## src/rtl/serial_accumulate_ctrl_pkg.sv

```systemverilog
// Shared definitions for the serial accumulate controller.
// State encoding and default datapath width.
package serial_accumulate_ctrl_pkg;

    localparam int WIDTH_DEF = 4;

    typedef enum logic [1:0] {
        ST_COLLECT = 2'd0,
        ST_ADD     = 2'd1,
        ST_SEND    = 2'd2
    } state_t;

endpackage

```

## src/rtl/serial_accumulate_ctrl_piso.sv

```systemverilog
// Parallel-load, shift-right-on-enable register.
// Serial output is the LSB; zeros fill from the top.
module shift_reg_piso #(
    parameter int WIDTH = 4
) (
    input  logic             clk,
    input  logic             reset,
    input  logic             load,
    input  logic             shift,
    input  logic [WIDTH-1:0] din,
    output logic             sout
);

    logic [WIDTH-1:0] data;

    always_ff @(posedge clk) begin
        if (reset) begin
            data <= '0;
        end else if (load) begin
            data <= din;
        end else if (shift) begin
            data <= data >> 1;
        end
    end

    assign sout = data[0];

endmodule

```

## src/rtl/serial_accumulate_ctrl.sv

```systemverilog
// Sequencer for the serial accumulate datapath:
// SIPO in, external adder, accumulator, PISO out.
module serial_accumulate_ctrl
    import serial_accumulate_ctrl_pkg::*;
#(
    parameter int WIDTH = WIDTH_DEF
) (
    input  logic             clk,
    input  logic             reset,
    input  logic             ser_in,
    input  logic             in_valid,
    output logic             in_ready,
    input  logic             acc_clear,
    output logic [WIDTH-1:0] sipo_input,
    output logic [WIDTH-1:0] register_input,
    input  logic [WIDTH-1:0] piso_output,
    output logic             ser_out,
    output logic             out_valid,
    input  logic             out_ready,
    output logic             busy
);

    localparam int CW = (WIDTH > 1) ? $clog2(WIDTH) : 1;
    localparam logic [CW-1:0] LAST = CW'(WIDTH - 1);

    state_t           state;
    logic [CW-1:0]    bit_cnt;
    logic [CW-1:0]    out_cnt;
    logic [WIDTH-1:0] sipo;
    logic [WIDTH-1:0] acc;
    logic             piso_load;
    logic             piso_shift;

    always_ff @(posedge clk) begin
        if (reset) begin
            state     <= ST_COLLECT;
            bit_cnt   <= '0;
            out_cnt   <= '0;
            sipo      <= '0;
            acc       <= '0;
            in_ready  <= 1'b1;
            out_valid <= 1'b0;
            busy      <= 1'b0;
        end else begin
            unique case (state)
                ST_COLLECT: begin
                    if (acc_clear) begin
                        acc <= '0;
                    end
                    if (in_valid) begin
                        sipo[bit_cnt] <= ser_in;
                        if (bit_cnt == LAST) begin
                            bit_cnt  <= '0;
                            state    <= ST_ADD;
                            in_ready <= 1'b0;
                            busy     <= 1'b1;
                        end else begin
                            bit_cnt <= bit_cnt + CW'(1);
                        end
                    end
                end
                ST_ADD: begin
                    // Sum wraps at WIDTH bits; the adder has no carry-out.
                    acc       <= piso_output;
                    out_cnt   <= '0;
                    state     <= ST_SEND;
                    out_valid <= 1'b1;
                end
                ST_SEND: begin
                    if (out_ready) begin
                        if (out_cnt == LAST) begin
                            out_cnt   <= '0;
                            state     <= ST_COLLECT;
                            out_valid <= 1'b0;
                            busy      <= 1'b0;
                            in_ready  <= 1'b1;
                        end else begin
                            out_cnt <= out_cnt + CW'(1);
                        end
                    end
                end
                default: begin
                    state     <= ST_COLLECT;
                    in_ready  <= 1'b1;
                    out_valid <= 1'b0;
                    busy      <= 1'b0;
                end
            endcase
        end
    end

    assign piso_load  = (state == ST_ADD);
    assign piso_shift = (state == ST_SEND) && out_ready;

    shift_reg_piso #(
        .WIDTH(WIDTH)
    ) u_piso (
        .clk  (clk),
        .reset(reset),
        .load (piso_load),
        .shift(piso_shift),
        .din  (piso_output),
        .sout (ser_out)
    );

    assign sipo_input     = sipo;
    assign register_input = acc;

endmodule

```

## config.mk

```make
export PLATFORM = sky130hd
export DESIGN_NAME = serial_accumulate_ctrl
export DESIGN_NICKNAME = d
export VERILOG_FILES = /design/src/rtl/serial_accumulate_ctrl_pkg.sv /design/src/rtl/serial_accumulate_ctrl_piso.sv /design/src/rtl/serial_accumulate_ctrl.sv
export SDC_FILE = /design/constraint.sdc
export NUM_CORES = 1
export LEC_CHECK = 0
export CAP_MARGIN = 30
export CORE_AREA = 2 2 49 51
export CTS_CLUSTER_SIZE = 8
export DETAILED_ROUTE_END_ITERATION = 8
export DIE_AREA = 0 0 51 53
export PLACE_DENSITY = 0.83
export RECOVER_POWER = 100
export SETUP_SLACK_MARGIN = 0.05
export SKIP_LAST_GASP = 1
export SYNTH_ARGS = -nofsm -noshare
export SYNTH_HDL_FRONTEND = slang
export SYNTH_SLANG_ARGS = --single-unit
```

## constraint.sdc

```tcl
create_clock -name clk -period 1.3 [get_ports clk]
set_clock_uncertainty 0.1 [all_clocks]
set_input_delay 0.325 -clock clk [delete_from_list [all_inputs] [get_ports clk]]
set_output_delay 0.325 -clock clk [all_outputs]
set_load 0.1 [all_outputs]
```

After elaboration in Yosys (flattened, before gate mapping)
Index checks and enable logic that the tools add are counted.

cells by class
  eq/ne operators = 9
  order comparisons = 2
  $add $sub $neg = 2
  bitwise operators = 2
  multiplexer cells = 27
  reduce and logical (&&, ||, !) cells = 12

operators with widths
  kind                 count
  $mux 2               7
  $mux 4               3
  $ne 2x2->1 const B   5
  $mux 1               9
  $pmux 1 s3           3
  $pmux 4 s2           1
  $eq 2x2->1 const B   3
  $pmux 2 s3           1
  $reduce_and 2->1     3
  $reduce_bool 2->1    3
  $reduce_and 5->1     1
  $add 2x1->2 const B  2
  $bwmux 4             1
  $pmux 2 s2           1
  $reduce_and 4->1     1
  $lt 2x3->1 const B   1
  $reduce_and 3->1     1
  $demux 1 s2          1
  $eq 2x1->1 const B   1
  $ge 2x1->1 const B   1
  $logic_and 1x1->1    2
  $logic_not 2->1      1
  $not 1->1            2

storage, ports and cells
  register bits after elaboration = 21
  input port bits = 10

Longest topological paths before layout
  depth in word-level cells = 5
  gate-level depth with buffers = 4
  depth with buffers taken out = 4

Cells and area by module
From an unflattened synthesis, not the netlist that was laid out.

second synthesis, totals
  cells, all modules = 93
  area total of the unflattened synthesis = 952.2 sq um

modules (own cells, without submodules)
  module                  cells each  times used  area each (sq um)
  serial_accumulate_ctrl  76          1           779.5
  shift_reg_piso          17          1           172.7

Worst setup path before layout
No wires, ideal clock.

  path type = reg2reg
  start point = reg sipo[0], in the netlist sipo_input[0]
  end point = reg sipo[0], in the netlist sipo_input[0]
  cell stages (with the launch flop) = 3
  required time = 1.129 ns
  setup slack = -0.190 ns
  arrival time = 1.319 ns
  buffers on the path = 0
  cells stage by stage = dfxtp_1 a21bo_1 a21oi_1

on the way
  cells in the longest elaborated chain, start to end = 1

ends and longest elaborated chain
  item                             line                          RTL
  start, declared                  serial_accumulate_ctrl.sv:29  logic [WIDTH-1:0] sipo;
  start signal, assigned by index  serial_accumulate_ctrl.sv:51  sipo[bit_cnt] <= ser_in;
  $bwmux 4                         serial_accumulate_ctrl.sv:51

No other way between the ends.
A chain may end at the register's enable or synchronous reset.

Final worst setup path
  start point = reg sipo[2], in the netlist sipo_input[2]
  end point = out sipo_input[2]

RTL lines
  item           line                          RTL
  end, declared  serial_accumulate_ctrl.sv:14  output logic [WIDTH-1:0] sipo_input,

No word-level cell between the ends.

==> metrics.txt <==
first-pass iteration count of the detailed router 4; status finished clean; Post-Syn Nets 113; DRC Markers 0; vias per std cell 5.10; count of different cell masters after synthesis 29; Hold Buf Count CTS 0; Post-DRT Antenna Nets 0; CP endpoint kind primary output; Layout fillers 168; Max clock buf depth 2; Crit path required time 880 ps; final setup fails 0; worst slew pin tran 260 ps; Worst R2R Start out_cnt[0]; vias 800; hold path start in_ready; Port Buffers 21; gr ovfl total 0; final WL 2140 um; Final min period 1290 ps; Synth Warn # 0; core area 0.00215 mm^2; Placer Congestion 0.735; clk sinks 21; Worst path slowest cell dfxtp_4; top cell family by delay on the critical path flip-flops; H-tree Lvls 1; Yosys top cell by area dfxtp_1; crit-path cells buf_12; number of flops mapped to enable cells by yosys 0; post-route cell area 0.00147 mm^2; max-cap violations 0; cell count after synthesis 98; max_slew headroom 82.7%; clk_lat worst skew 300 ps; Slew Limit Fails 0; Synth Cell Area 986 um^2; arrival time at the worst endpoint 860 ps; Max FO, Critical Path 2; crit-path max cell delay 390 ps; Tcrit/Tclk final 99.2%; worst setup margin 10.9 ps; Achievable Freq 0.776 GHz; main area contributors after synthesis dfxtp_1 (43%), ha_1 (6.3%), a21oi_1 (6.1%); layout cells sized above 1 42.6%; Min-Delay Path Class flip-flop to flip-flop; vias in the first global route 766; cts bufs inserted 3; post-synth top area share 42.6%; power per cell area 831 mW/mm^2; Post-Syn Area per Cell 10.1 um^2; Leakage 0.000635 uW; initial antenna violation count 0; highest ir drop seen on vdd 0.000882 V; initial DRC count 7; RSZ-0062 raised after global routing yes; DIE WIDTH 51 um; buffers and inverters on the worst path 1; #FFs+latches synth 21; area grow syn2layout 49.0%; Clk Tree Root Cell clkbuf_4; Die Area 0.00270 mm^2; critical path launch point sipo_input[2]; Die H 53 um; startpoint types flip-flop; Post-Place Setup Slack -316 ps; diodes inserted 0; WL per Instance 13.6 um; Placed Area 0.00139 mm^2; detailed placer's ending HPWL 1540 um; row count 17; Main synth FF type dfxtp_1; Async SR Flop Fraction 0%; largest net degree at the start of global routing 13; Crit Path Class flip-flop to primary output; hold violation count in the final report 0; Tot GR Track Use 16.6%; I/O Pins 22; Seq/Total Area, Yosys 42.6%; final hold slack 378 ps; nets@finish 145; first-pass GRT wire length 3290 um; initial cell density of the core 45.9%; CTS tree done; clk slew on worst S/H paths 120 ps
## area by class of cell
class,count,area [um^2],area share (%)
inverter,6,22.5,1.53
timing repair buffer,33,425,29.0
sequential,21,444,30.2
clock inverter,1,5.00,0.341
multi-input combinational,65,514,35.0
clock buffer,3,22.5,1.53
tap,28,35.0,2.39
## state kept, by name, summed over array words and instances, names as in the netlist
signal	cells
busy	1
register_input	4
in_ready	1
u_piso.data	4
out_valid	1
sipo_input	4
state	2
bit_cnt	2
out_cnt	2
## per-layer routing
| metal | vias to the layer above | share of wire (%) | track usage, % |
|---|---|---|---|
| met3 | 6 | 3.8 | 4.24 |
| met1 | 373 | 42 | 18.3 |
| li1 | 405 | - | - |
| met4 | 0 | 3.0 | 8.56 |
| met5 | - | 0 | 0 |
| met2 | 16 | 51 | 29.2 |
## cell usage in the layout (no fill, tap or decap)
| cell type | n |
|---|---|
| a21bo_1 | 4 |
| a21o_1 | 2 |
| a21oi_1 | 9 |
| a21oi_2 | 5 |
| a22oi_1 | 3 |
| a31oi_1 | 1 |
| and3b_1 | 1 |
| and4bb_1 | 1 |
| buf_12 | 12 |
| buf_4 | 10 |
| buf_6 | 2 |
| clkbuf_4 | 3 |
| clkdlybuf4s50_1 | 7 |
| clkinv_2 | 1 |
| dfxtp_1 | 6 |
| dfxtp_2 | 13 |
| dfxtp_4 | 2 |
| dlygate4sd2_1 | 2 |
| ha_1 | 4 |
| ha_2 | 1 |
| inv_1 | 6 |
| mux2i_1 | 2 |
| nand2_1 | 3 |
| nand2_4 | 1 |
| nand2b_1 | 1 |
| nand2b_2 | 1 |
| nand3_1 | 6 |
| nand3_2 | 1 |
| nand3b_4 | 1 |
| nand4b_1 | 1 |
| nor2_1 | 8 |
| nor2b_1 | 2 |
| nor3b_4 | 1 |
| o21a_1 | 1 |
| o21bai_1 | 1 |
| o21bai_4 | 1 |
| o221a_1 | 3 |
## where the power goes
part | switching [uW] | leakage, uW | internal, uW | total, uW
Combinational | 122 | 0.000440 | 103 | 225
Clock | 208 | 0.0000177 | 115 | 323
Sequential | 16.7 | 0.000177 | 656 | 673
## path summary, 6_finish.rpt
kind / to / slack, ps / cells after the start
worst max-delay path: sipo_input[2] / 10 / 1
worst min-delay path: in_ready / 380 / 2
worst max register to register: out_cnt[0] / 60 / 4
worst min register to register: in_ready / 380 / 2
## cells by family after synthesis
logic type / count (synthesis) / synth area share, %
buffers and inverters: 12 / 7.74
and+or+nand+nor: 28 / 18.0
adders and majority gates: 5 / 6.35
muxes: 2 / 2.03
AOI/OAI and AO/OA: 30 / 23.2
DFF: 21 / 42.6
## metrics by stage
step                      utilization (%)  total power (uW)  instances  setup TNS [ps]
after floorplan                         -               810         98               0
after global placement               64.6               892        151           -4320
after detailed placement             64.6               900        151           -4840
after CTS                            67.9              1230        157           -4.62
after global routing                 68.4              1270        157            -244
final                                68.4              1220        157               0
## cells in the mapped netlist (2+ instances only)
master,number
a21bo_1,4
a21o_1,2
a21oi_1,12
a21oi_2,2
a22oi_1,3
buf_6,4
dfxtp_1,21
ha_1,5
inv_1,6
mux2i_1,2
nand2_1,3
nand3_1,7
nor2_1,8
nor2b_1,2
o221a_1,3
## repair_timing
| action | CTS | global route |
|---|---|---|
| resized for setup | 13 | 4 |
| endpoints found under the hold margin | 0 | 0 |
| setup endpoints to repair | 20 | 27 |
| pin swaps | 2 | 1 |
| buffers inserted | 1 | 0 |
| cloned | 1 | 0 |
Power figures use the tool's default switching activity.
